## config.mk

```make
export PLATFORM = sky130hd
export DESIGN_NAME = dynamic_rca
export DESIGN_NICKNAME = d
export VERILOG_FILES = /design/src/rtl/dynamic_rca_pkg.sv /design/src/rtl/fa.sv /design/src/rtl/rca.sv /design/src/rtl/register.sv /design/src/rtl/dynamic_rca.sv
export SDC_FILE = /design/constraint.sdc
export NUM_CORES = 1
export LEC_CHECK = 0
export BUFFER_PORTS_ARGS = -buffer_cell sky130_fd_sc_hd__buf_2
export CAP_MARGIN = 30
export CELL_PAD_IN_SITES_DETAIL_PLACEMENT = 1
export CELL_PAD_IN_SITES_GLOBAL_PLACEMENT = 1
export CORE_MARGIN = 2
export CORE_UTILIZATION = 25
export CTS_CLUSTER_SIZE = 10
export DETAILED_ROUTE_END_ITERATION = 6
export MAX_ROUTING_LAYER = met4
export PLACE_DENSITY_LB_ADDON = 0.15
export SETUP_SLACK_MARGIN = 0.2
export SYNTH_ARGS = -nofsm -noshare
export SYNTH_HDL_FRONTEND = slang
export SYNTH_SLANG_ARGS = --single-unit
```

## constraint.sdc

```tcl
create_clock -name clk -period 5.1 [get_ports clk]
set_input_delay 0.51 -clock clk [delete_from_list [all_inputs] [get_ports clk]]
set_output_delay 0.51 -clock clk [all_outputs]
set_load 0.005 [all_outputs]
```

## src/rtl/dynamic_rca_pkg.sv

```systemverilog
// Purpose: shared constants for the dynamic_rca adder slice.
// Latency: n/a (package only).
// Backpressure: n/a (package only).
package dynamic_rca_pkg;

    // Legal operand-width range for the adder.
    localparam int DRCA_MAX_N = 32;
    localparam int DRCA_MIN_N = 1;

    // Returns 1 when a width lies inside the supported range.
    function automatic bit drca_width_ok(input int n);
        return (n >= DRCA_MIN_N) && (n <= DRCA_MAX_N);
    endfunction

endpackage : dynamic_rca_pkg

```

## src/rtl/fa.sv

```systemverilog
// Purpose: 1-bit full adder cell.
// Latency: combinational.
// Backpressure: none.
// Ports: a, b, c (carry in) -> s (sum), co (carry out).
module fa (
    input  logic a,
    input  logic b,
    input  logic c,
    output logic s,
    output logic co
);

    logic p;

    assign p  = a ^ b;
    assign s  = p ^ c;
    assign co = (a & b) | (c & p);

endmodule : fa

```

## src/rtl/rca.sv

```systemverilog
// Purpose: N-bit ripple-carry adder, a linear chain of full-adder cells.
// Latency: combinational, carry ripples from bit 0 to cout.
// Backpressure: none.
// Ports: a[N-1:0], b[N-1:0], cin -> s[N-1:0], cout.
module rca
    import dynamic_rca_pkg::*;
#(
    parameter int N = 8
) (
    input  logic [N-1:0] a,
    input  logic [N-1:0] b,
    input  logic         cin,
    output logic [N-1:0] s,
    output logic         cout
);

    // c[i] is the carry into cell i; c[N] leaves the MSB.
    logic [N:0] c;

    assign c[0] = cin;

    for (genvar i = 0; i < N; i++) begin : g_cell
        fa u_fa (
            .a  (a[i]),
            .b  (b[i]),
            .c  (c[i]),
            .s  (s[i]),
            .co (c[i+1])
        );
    end

    assign cout = c[N];

endmodule : rca

```

## src/rtl/register.sv

```systemverilog
// Purpose: generic N-bit D flip-flop bank, loads every rising edge.
// Latency: 1 clock edge.
// Backpressure: none; there is no enable, the caller muxes feedback to hold.
// Ports: clk, rst_n (async active-low, clears to 0), in[N-1:0] -> out[N-1:0].
module register #(
    parameter int N = 1
) (
    input  logic         clk,
    input  logic         rst_n,
    input  logic [N-1:0] in,
    output logic [N-1:0] out
);

    always_ff @(posedge clk or negedge rst_n) begin
        if (!rst_n) begin
            out <= '0;
        end else begin
            out <= in;
        end
    end

endmodule : register

```

## src/rtl/dynamic_rca.sv

```systemverilog
// Purpose: N-bit ripple-carry adder with a registered operand stage and propagate output.
// Latency: 1 edge; S/Cout/P settle combinationally after the capturing edge.
// Backpressure: none; enable is a level sampled on the rising edge, low holds operands.
// Ports: clk, rst_n (async active-low), enable, A[N-1:0], B[N-1:0], Cin
//        -> S[N-1:0], Cout, P[N-1:0] (= A_q ^ B_q).
module dynamic_rca
    import dynamic_rca_pkg::*;
#(
    parameter int N = 8
) (
    input  logic         clk,
    input  logic         rst_n,
    input  logic         enable,
    input  logic [N-1:0] A,
    input  logic [N-1:0] B,
    input  logic         Cin,
    output logic [N-1:0] S,
    output logic         Cout,
    output logic [N-1:0] P
);

    // Operand stage packs {Cin_q, B_q, A_q}; 2N+1 bits never collapses to zero width.
    localparam int OPW = 2 * N + 1;

    logic [OPW-1:0] op_d;
    logic [OPW-1:0] op_q;
    logic [N-1:0]   a_q;
    logic [N-1:0]   b_q;
    logic           cin_q;

    // The generic register has no enable, so hold is done by feeding its output back.
    assign op_d = enable ? {Cin, B, A} : op_q;

    register #(
        .N (OPW)
    ) u_op_reg (
        .clk   (clk),
        .rst_n (rst_n),
        .in    (op_d),
        .out   (op_q)
    );

    assign a_q   = op_q[N-1:0];
    assign b_q   = op_q[2*N-1:N];
    assign cin_q = op_q[2*N];

    rca #(
        .N (N)
    ) u_rca (
        .a    (a_q),
        .b    (b_q),
        .cin  (cin_q),
        .s    (S),
        .cout (Cout)
    );

    assign P = a_q ^ b_q;

endmodule : dynamic_rca

```

Yosys cells after proc, flatten, opt, wreduce, memory -nomap -nowiden
Index checks and enable logic that the tools add are counted.
{"block": "word_totals", "ram_bits": 0, "regBits": 17, "latchBits": 0, "n_memories": 0, "in_bits": 20, "rom_bits": 0}
{"block": "classes", "div": 0, "n_reduce_logical": 0, "n_eq_ne": 0, "n_shift": 0, "n_mux": 0, "bitwise": 41, "mul": 0, "n_addsub": 0, "n_lt_le_gt_ge": 0}
{"operator": "$and A1 B1 Y1", "n": 16}
{"operator": "$xor A1 B1 Y1", "n": 16}
{"operator": "$or A1 B1 Y1", "n": 8}
{"operator": "$xor A8 B8 Y8", "n": 1}

Longest topological paths before layout
{"block": "depth", "depth_word": 17, "mapped_depth": 13, "mapped_depth_nobuf": 12}

Hierarchy
Synthesis repeated with hierarchy kept, for this count alone.
{"block": "hier_totals", "cells_unflattened": 52, "area_unflattened_um2": 915.9}
{"module": "register", "n_inst": 1, "cells_per_inst": 17, "area_each_um2": 425.4}
{"module": "dynamic_rca", "n_inst": 1, "cells_per_inst": 27, "area_each_um2": 330.3}
{"module": "fa", "n_inst": 8, "cells_per_inst": 1, "area_each_um2": 20.0}

Worst setup path after synthesis
Ideal clock, no wire load.
{"block": "synth_timing", "path_kind": "reg2out", "startpoint": "reg u_op_reg.out[0]", "endpoint": "out S[7]", "t_arrival_ns": 3.497, "t_required_ns": 4.590, "slack_ns": 1.093, "path_buffers": 1, "path_stages_with_launch": 14, "cell_sequence": "dfrtp_1 > inv_1 > fa_1 > inv_1 > fa_1 > fa_1 > fa_1 > fa_1 > fa_1 > fa_1 > inv_1 > fa_1 > inv_1 > buf_4"}
{"block": "synth_between", "elab_chain_cells": 16, "word_cells_on_any_way": 17, "classes_between": "bitwise (17)"}
{"element": "from (decl)", "line_no": "register.sv:11", "source": "output logic [N-1:0] out"}
{"element": "from (signal assigned)", "line_no": "register.sv:18", "source": "out <= in;"}
{"element": "$xor A1 B1 Y1", "line_no": "fa.sv:15", "source": "assign p = a ^ b;"}
{"element": "$and A1 B1 Y1", "line_no": "fa.sv:17", "source": "assign co = (a & b) | (c & p);"}
{"element": "$or A1 B1 Y1 *", "line_no": "fa.sv:17"}
{"element": "$and A1 B1 Y1 *", "line_no": "fa.sv:17"}
{"element": "$or A1 B1 Y1 *", "line_no": "fa.sv:17"}
{"element": "$and A1 B1 Y1 *", "line_no": "fa.sv:17"}
{"element": "$or A1 B1 Y1 *", "line_no": "fa.sv:17"}
{"element": "$and A1 B1 Y1 *", "line_no": "fa.sv:17"}
{"element": "$or A1 B1 Y1 *", "line_no": "fa.sv:17"}
{"element": "$and A1 B1 Y1 *", "line_no": "fa.sv:17"}
{"element": "$or A1 B1 Y1 *", "line_no": "fa.sv:17"}
{"element": "$and A1 B1 Y1 *", "line_no": "fa.sv:17"}
{"element": "$or A1 B1 Y1 *", "line_no": "fa.sv:17"}
{"element": "$and A1 B1 Y1 *", "line_no": "fa.sv:17"}
{"element": "$or A1 B1 Y1 *", "line_no": "fa.sv:17"}
{"element": "$xor A1 B1 Y1 *", "line_no": "fa.sv:16", "source": "assign s = p ^ c;"}
{"element": "to (decl)", "line_no": "dynamic_rca.sv:17", "source": "output logic [N-1:0] S,"}
Every way passes the cells marked *; elsewhere a longest branch is shown, timed or not.

Final worst setup path
Same ends and word-level chain as after synthesis.

==> flow_summary.yaml <==
run_status:
  status: "finished clean"
floorplan:
  chipWidth_um: 70.4
  initial_utilization_pct: 25.7
  die_h_um: 70.4
  io_pins: 37
  dieArea_um2: 4960
  rows: 24
  fp.coreArea_um2: 4290
layout:
  seqCellArea_um2: 425
  postLayoutCellArea_um2: 1240
  multiInputGateArea_um2: 489
  final_cell_mix: "buf_2, dfrtp_1, inv_1, mux2_4"
  reg_top3: "u_op_reg.out: 17 flops"
  layout_commonest_cell: "buf_2"
  regMostFlops: "u_op_reg.out"
  nFillCells: 482
  finalNetCount: 137
  largest_register_ffs: 17
  synthToLayoutAreaGrowth_pct: 12.7
  drive_gt1_share_pct: 57.0
  n_antenna_cell: 0
synth:
  ys_top_cells_by_area: "dfrtp_1, fa_1, mux2_4"
  netlist.area_leader.share_pct: 38.5
  ys_types: 9
  ys_warn_count: 0
  syn_area_um2: 1100
  seq_area_frac_synth_pct: 38.5
  synth_seq_cells: 17
  synth_cells: 78
  syn-mean-instance-area_um2: 14.1
  yosys.area.top_type: "dfrtp_1"
  syn_nets: 114
power:
  power_density_nw_per_um2: 303
  p_sw_share_pct: 29.3
  peakVddDrop_uv: 138
  power.switching_uw: 110
  power.internal_uw: 267
  seqPwrFrac_pct: 43.1
  p_clk_share_pct: 26.9
  p_comb_share_pct: 30.0
  p_total_uw: 377
  p_leak_uw: 0.000650
critical_path:
  crit_chain: "inv_1 > fa_1 > inv_1 > fa_1 > fa_1 > fa_1 > fa_1 > fa_1 > fa_1 > inv_1 > fa_1 > inv_1 > buf_2"
  cp.arrival_ns: 3.91
  critPathMaxFanout: 3
  criticalPathCategory: "register to output port"
  cp_common_cell: "fa_1"
  path_delay_family: "adder cells"
  worst_ep_required_time_ns: 4.59
  worstSetupStartpointType: "register"
  r2r_slack_ns: 4.28
  cpPeakStageDelay_ns: 0.41
  r2r-start: "u_op_reg.out[3]"
  critPathSlowestCell: "fa_1"
  r2r_cells: 1
  end_kind: "output port"
  path_buf_inv: 5
  r2r_end: "u_op_reg.out[3]"
placed_design:
  placed_cell_area_um2: 1200
  pre_cts_ws_ns: 0.901
  place.gp.congestion: 0.722
  io_buffers: 36
  place_hpwl_um: 1510
drt:
  wire_per_inst_um: 12.8
  drtAntennaViolNets: 0
  detail_route.iter0.violations: 5
  firstDrtPassIters: 2
  drt-total-wl_um: 1940
  avgViaCountPerCell: 3.99
  drc: 0
  vias: 606
grt:
  grt_pass1_wl_um: 3330
  grt_max_degree: 18
  track_usage_pct: 8.98
  first_global_vias: 683
  grt_overflow_total: 0
  antenna_found_initial: 0
timing:
  finalSetupTns_ns: 0
  slew_headroom_pct: 65.8
  worstMarginPinSlew_ns: 0.514
  rsz0062_at_grt: "no"
  worst_slack_ns: 0.682
  setup_viol: 0
  finalHoldViolations: 0
  skew_ns: 0
  max_freq_mhz: 226
  min_period_ns: 4.42
  hold_slack_ns: 0.179
  finalMaxSlewViolations: 0
  post-route-period-util_pct: 86.6
clock_tree:
  clk_latency_ns: 0.25
  ctsResizeCount: 0
  cts_setup_buffers: 0
  clock-sinks: 17
  numCtsBuffers: 3
  root_buffer: "clkbuf_8"
  clkTransAtPathRegs_ns: 0.07
  cts_max_path_buffers: 2
  cts_tree: "yes"
  htree_levels: 1
  cts.hold.buffers_added: 0
worst_hold_path:
  hold_path.class: "input pin to asynchronous set/reset pin"
job:
  maxCapViolations: 0
==> worst max path at each step <==
stage                     from  endpoint  slack, ns  cells past startpoint
5_1_grt        u_op_reg.out[0]      S[7]       0.41                     13
3_3_place_gp   u_op_reg.out[0]      S[7]       0.94                     13
3_5_place_dp   u_op_reg.out[0]      S[7]       0.90                     13
4_1_cts        u_op_reg.out[0]      S[7]       0.62                     13
2_1_floorplan  u_op_reg.out[0]      S[7]       1.09                     13
6_report       u_op_reg.out[0]      S[7]       0.68                     13
==> power by group through the flow <==
stage | Combinational, uW | Clock, uW | Sequential [uW]
floorplan | 111 | 0 | 162
CTS | 119 | 109 | 163
global route | 132 | 114 | 166
global placement | 116 | 0 | 165
finish | 113 | 102 | 163
detailed placement | 118 | 0 | 166
==> per-stage QoR <==
stage / instances / utilization, %
floorplan: 78 / -
global placement: 148 / 27.9
detailed placement: 148 / 27.9
CTS: 152 / 29.0
global route: 152 / 29.0
finish: 152 / 29.0
==> kinds of logic (layout without fill, tap and decap cells) <==
family | after synthesis | count (layout) | synth area share [%]
adder cells (fa/ha/maj) | 16 | 16 | 23.6
flip-flops | 17 | 17 | 38.5
buffers and inverters | 28 | 50 | 17.1
multiplexers | 17 | 17 | 20.7
==> per-layer routing <==
| layer | share of wire (%) | wire length [um] | global-route usage [%] |
|---|---|---|---|
| met4 | 0.62 | 12 | 1.92 |
| met2 | 49 | 948 | 13.3 |
| met3 | 7.7 | 149 | 3.46 |
| met1 | 43 | 832 | 11.7 |
| met5 | 0 | 0 | - |
==> cells in the mapped netlist <==
cell,number
inv_1,10
ha_1,8
buf_6,1
dfrtp_1,17
buf_12,1
mux2_2,7
buf_4,16
mux2_4,10
fa_1,8
==> layout make-up <==
class / count / area share [%]
Clock buffer: 3 / 3.32
Clock inverter: 1 / 0.402
Inverter: 10 / 3.02
Multi-Input combinational cell: 33 / 39.3
Tap cell: 52 / 5.23
Sequential cell: 17 / 34.2
Timing Repair Buffer: 36 / 14.5
Note: power is estimated with default switching activity, not from simulation.
